<file path="src/rtl/load_stage.sv">
// SHAKE input load stage: packs message words into a rate block,
// applies padding and hands blocks to the permutation stage.
module load_stage #(
  parameter int W             = 64,
  parameter int RATE_MAX      = 1344,
  parameter int RATE128_WORDS = 21,
  parameter int RATE256_WORDS = 17
) (
  input  logic                clk,
  input  logic                rst,
  input  logic                start,
  input  logic [1:0]          operation_mode_in,
  input  logic [31:0]         input_size,
  input  logic [W-1:0]        data_in,
  input  logic                valid_in,
  output logic                ready_out,
  output logic [RATE_MAX-1:0] rate_input,
  output logic [1:0]          operation_mode,
  output logic                input_buffer_full,
  input  logic                input_buffer_ack,
  output logic                last_input_block,
  output logic                busy
);

  localparam int BPW = W / 8;

  typedef enum logic [1:0] {
    S_IDLE,
    S_LOAD,
    S_PAD,
    S_WAIT
  } state_t;

  state_t              state_q, state_d;
  logic [1:0]          mode_q, mode_d;
  logic [31:0]         rem_q, rem_d;
  logic [4:0]          word_cnt_q, word_cnt_d;
  logic [7:0]          pos_q, pos_d;
  logic [RATE_MAX-1:0] buf_q, buf_d;
  logic                full_q, full_d;
  logic                last_q, last_d;

  logic [7:0]          rate_bytes;
  logic [31:0]         nbytes;
  logic [7:0]          pos_next;
  logic [W-1:0]        masked;
  logic                xfer;

  always_comb begin
    rate_bytes = (mode_q == 2'b00) ? 8'(RATE128_WORDS * BPW)
                                   : 8'(RATE256_WORDS * BPW);
    nbytes     = (rem_q < 32'(BPW)) ? rem_q : 32'(BPW);
    pos_next   = pos_q + nbytes[7:0];
    ready_out  = (state_q == S_LOAD) && (rem_q != 32'd0)
                 && (pos_q != rate_bytes);
    xfer       = ready_out && valid_in;
    masked     = '0;
    for (int k = 0; k < BPW; k++) begin
      if (32'(k) < rem_q) masked[8*k +: 8] = data_in[8*k +: 8];
    end
  end

  always_comb begin
    state_d    = state_q;
    mode_d     = mode_q;
    rem_d      = rem_q;
    word_cnt_d = word_cnt_q;
    pos_d      = pos_q;
    buf_d      = buf_q;
    full_d     = full_q;
    last_d     = last_q;
    unique case (state_q)
      S_IDLE: begin
        if (start) begin
          mode_d     = operation_mode_in;
          rem_d      = input_size;
          word_cnt_d = '0;
          pos_d      = '0;
          buf_d      = '0;
          state_d    = S_LOAD;
        end
      end
      S_LOAD: begin
        if (xfer) begin
          buf_d[int'(word_cnt_q)*W +: W] = masked;
          word_cnt_d = word_cnt_q + 5'd1;
          pos_d      = pos_next;
          rem_d      = rem_q - nbytes;
          // A block counts as full only when every rate byte holds data
          if (pos_next == rate_bytes) begin
            full_d  = 1'b1;
            last_d  = 1'b0;
            state_d = S_WAIT;
          end
        end else if (rem_q == 32'd0) begin
          state_d = S_PAD;
        end
      end
      S_PAD: begin
        buf_d[int'(pos_q)*8 +: 8] = 8'h1F;
        buf_d[(int'(rate_bytes)-1)*8 +: 8] =
          buf_d[(int'(rate_bytes)-1)*8 +: 8] | 8'h80;
        full_d  = 1'b1;
        last_d  = 1'b1;
        state_d = S_WAIT;
      end
      S_WAIT: begin
        if (input_buffer_ack) begin
          buf_d      = '0;
          full_d     = 1'b0;
          word_cnt_d = '0;
          pos_d      = '0;
          if (last_q) begin
            last_d  = 1'b0;
            state_d = S_IDLE;
          end else begin
            state_d = S_LOAD;
          end
        end
      end
      default: state_d = S_IDLE;
    endcase
  end

  always_ff @(posedge clk or posedge rst) begin
    if (rst) begin
      state_q    <= S_IDLE;
      mode_q     <= '0;
      rem_q      <= '0;
      word_cnt_q <= '0;
      pos_q      <= '0;
      buf_q      <= '0;
      full_q     <= 1'b0;
      last_q     <= 1'b0;
    end else begin
      state_q    <= state_d;
      mode_q     <= mode_d;
      rem_q      <= rem_d;
      word_cnt_q <= word_cnt_d;
      pos_q      <= pos_d;
      buf_q      <= buf_d;
      full_q     <= full_d;
      last_q     <= last_d;
    end
  end

  assign rate_input        = buf_q;
  assign operation_mode    = mode_q;
  assign input_buffer_full = full_q;
  assign last_input_block  = last_q;
  assign busy              = (state_q != S_IDLE);

endmodule

</file>
<file path="config.mk">
export PLATFORM = sky130hd
export DESIGN_NAME = load_stage
export DESIGN_NICKNAME = d
export VERILOG_FILES = /design/src/rtl/load_stage.sv
export SDC_FILE = /design/constraint.sdc
export NUM_CORES = 2
export LEC_CHECK = 0
export ABC_AREA = 0
export BUFFER_PORTS_ARGS = -buffer_cell sky130_fd_sc_hd__buf_2
export CAP_MARGIN = 20
export CORE_AREA = 2 2 560 562
export DETAILED_ROUTE_END_ITERATION = 10
export DIE_AREA = 0 0 562 564
export SLEW_MARGIN = 20
export SYNTH_ARGS = -nofsm -noshare
export SYNTH_HDL_FRONTEND = slang
export SYNTH_SLANG_ARGS = --single-unit
</file>
<file path="constraint.sdc">
create_clock -name clk -period 108.1 [get_ports clk]
set_input_delay 21.62 -clock clk [delete_from_list [all_inputs] [get_ports clk]]
set_output_delay 21.62 -clock clk [all_outputs]
set_load 0.01 [all_outputs]
</file>
==> flow_metrics.py <==
metrics = {
    "place": {
        "placed_area_mm2": 0.0799,
        "hpwl_um": 437000,
        "gp_congestion": 0.977,
        "io_buffer_count": 1452,
        "dp_slack_ns": 79.77,
    },
    "yosys": {
        "yosysWarnings": 0,
        "synth-seq-area-share_pct": 52.2,
        "synthXorXnorAreaFrac_pct": 0.138,
        "postSynth.asyncResetShare_pct": 100,
        "synth.distinct_cells": 108,
        "synthTopCellsByArea": "dfrtp_1, o21ai_0, a21oi_1",
        "synth_edf_count": 0,
        "synthMuxAreaShare_pct": 0.178,
        "synth_compound_area_share_pct": 29.9,
        "avgSynthCellArea_um2": 9.67,
        "ys_ff_latch": 1395,
        "synth_area_leader_cell": "dfrtp_1",
        "ys.flop_type": "dfrtp_1",
        "synth_top_family_by_area": "compound AO/OA/AOI/OAI gates",
        "netlist_area_mm2": 0.0669,
        "synth-simple-area-share_pct": 12.9,
        "synth_fa_ha_area_share_pct": 0.367,
        "synth_top_area_share_pct": 52.2,
        "syn_inst": 6914,
    },
    "sta": {
        "period_share_pct": 24.6,
        "grt_setup_unrepaired": "false",
        "setup_tns_ns": 0,
        "tightest_slew_ns": 1.33,
        "layout_setup_ws_ns": 81.51,
        "fin_skew_ns": 0.100,
        "drv_slew": 0,
        "hold_viol_final": 0,
        "layout_min_cycle_time_ns": 26.59,
        "relSlewSlack_pct": 11.6,
        "max_clock_freq_mhz": 37.6,
        "setup_violations": 0,
    },
    "worst_hold_path": {
        "min_path_type": "flip-flop to flip-flop",
    },
    "floorplan": {
        "core_area_mm2": 0.311,
        "start_util_pct": 21.5,
        "dieArea_mm2": 0.317,
        "io_pins": 1453,
        "dieHeight_um": 564,
        "die_w_um": 562,
        "rows": 205,
    },
    "drt": {
        "wl_met1_um": 208000,
        "drt_pass1_iterations": 7,
        "viasPerCell": 5.84,
        "wl_per_cell_um": 45.7,
        "first_iter_violations": 11000,
        "wl_um": 574000,
        "met3_length_um": 75000,
        "routed-wl-met2_um": 242000,
        "vias": 73400,
        "highest_layer": "met5",
        "final_antenna_net_count": 0,
        "route.detailed.drc": 0,
    },
    "clock_network": {
        "post_cts_buffers": 0,
        "clk_pin_slew_ns": 0.06,
        "cts_resized": 0,
        "clock_sinks": 1395,
        "hold_buffers": 0,
        "cts_tree": "built",
        "cts_buffers": 174,
        "insertion_delay_ns": 0.94,
        "cts_root_buffer": "clkbuf_16",
        "htree_levels": 4,
        "clockBufferDepth": 4,
    },
    "worst_setup_path": {
        "cp_max_fo": 131,
        "endpoint_kind": "async pin",
        "crit_type": "input port to async pin",
        "required_ns": 109.15,
        "start_kind": "input port",
        "arrival_ns": 27.64,
    },
    "cells_and_area": {
        "final_core_util_pct": 27.7,
        "layout.nets": 8373,
        "final-seq-area_mm2": 0.0349,
        "syn_to_final_growth_pct": 29.0,
        "drive_above_1_share_pct": 27.1,
        "design_area_mm2": 0.0862,
        "multi_input_area_mm2": 0.0298,
        "final_cell_mix": "buf_2, dfrtp_1, o21ai_0",
        "final_common_cell": "buf_2",
        "num-fill-cells": 33100,
    },
    "power": {
        "p_int_mw": 1.10,
        "power.share.combinational_pct": 50.0,
        "swShare_pct": 53.8,
        "ir_worst_vdd_mv": 0.0320,
        "switchingPower_mw": 1.28,
        "p_per_area_mw_per_mm2": 27.6,
        "power.share.clock_pct": 26.8,
        "p_seq_share_pct": 23.2,
        "p_leak_nw": 40.3,
    },
    "job": {
        "maxCapViolations": 0,
    },
    "global_routing": {
        "grt_pass1_wl_um": 723000,
        "grt_pass1_vias": 67100,
        "grt_overflow": 0,
        "grt_max_degree": 175,
        "gr-usage-all-layers_pct": 34.8,
        "antenna_found_initial": 90,
    },
    "status": {
        "outcome": "completed",
    },
}
-- cells in the mapped netlist (all sizes together), types with 36 or more instances --
cell        n
a311oi     77
a22oi      52
a22o      211
a211oi    141
a221o      84
clkbuf    408
inv        68
nor2      437
dfrtp    1395
o211ai     37
buf       213
a31oi     104
o22ai      79
a21oi     559
and3       69
o21ai     791
a221oi    151
and2       49
nor3      340
a32o       58
a21o       36
o2bb2ai   310
nand2     682
nand3     132
-- power groups by stage --
stage	registers [mW]	clock network [mW]	logic [mW]
after floorplan	0.560	0	0.525
after global placement	0.562	0	1.14
after detailed placement	0.562	0	1.14
after CTS	0.553	0.642	1.14
after global routing	0.555	0.661	1.20
final	0.554	0.638	1.19
-- state kept, by name, indices dropped and copies added, names as in the netlist --
register / cells
rate_input: 1344
rem_q: 32
pos_q: 8
word_cnt_q: 5
operation_mode: 2
state_q: 2
input_buffer_full: 1
last_input_block: 1
-- final timing paths --
| check | startpoint | to | slack (ns) | depth (start not counted) |
|---|---|---|---|---|
| hold / removal | rate_input[1325] | rate_input[1325] | 0.48 | 2 |
| min in group asynchronous | rst | rate_input[930] | 20.81 | 2 |
| setup / recovery | rst | rate_input[782] | 81.51 | 11 |
| setup reg to reg | pos_q[0] | rate_input[1059] | 101.92 | 13 |
| max in group clk | valid_in | rate_input[1059] | 82.66 | 12 |
| hold reg to reg | rate_input[1325] | rate_input[1325] | 0.48 | 2 |
-- worst max-delay path, stage by stage --
cell and delay, ns:
buf_2 0.14, inv_8 0.38, buf_12 0.64, buf_4 0.72
buf_4 0.70, buf_4 0.45, buf_16 0.32, buf_4 0.77
buf_4 0.73, buf_4 0.47, buf_16 0.31
-- logic make-up (layout without fill, tap and decap cells) --
family / Yosys count / count (layout)
other cells: 2 / 52
compound gates: 2918 / 2918
fa+ha+maj: 19 / 19
mux: 11 / 11
simple gates: 1870 / 1870
buf+inv: 691 / 2160
flops: 1395 / 1395
xor+xnor: 8 / 8
-- metal layers --
| layer | global-route usage [%] | vias up |
|---|---|---|
| li1 | - | 28900 |
| met1 | 40.3 | 37300 |
| met2 | 51.2 | 5793 |
| met3 | 15.3 | 1343 |
| met4 | 24.5 | 32 |
| met5 | 0.521 | - |
-- layout make-up --
| class | count | area share, % |
|---|---|---|
| sequential | 1395 | 40.5 |
| multi-input combinational | 4830 | 34.5 |
| timing repair buffer | 1780 | 11.5 |
| tap | 4140 | 6.01 |
| clock buffer | 233 | 5.74 |
| clock inverter | 77 | 1.24 |
| inverter | 70 | 0.316 |
| antenna | 48 | 0.139 |
-- stage by stage --
stage | cells | hold slack, ns | power (mW)
floorplan | 6916 | 0.467 | 1.09
global placement | 12200 | 0.459 | 1.70
detailed placement | 12200 | 0.465 | 1.70
CTS | 12500 | 0.478 | 2.34
global route | 12500 | 0.494 | 2.41
finish | 12600 | 0.477 | 2.38
Power figures use the tool's default switching activity.
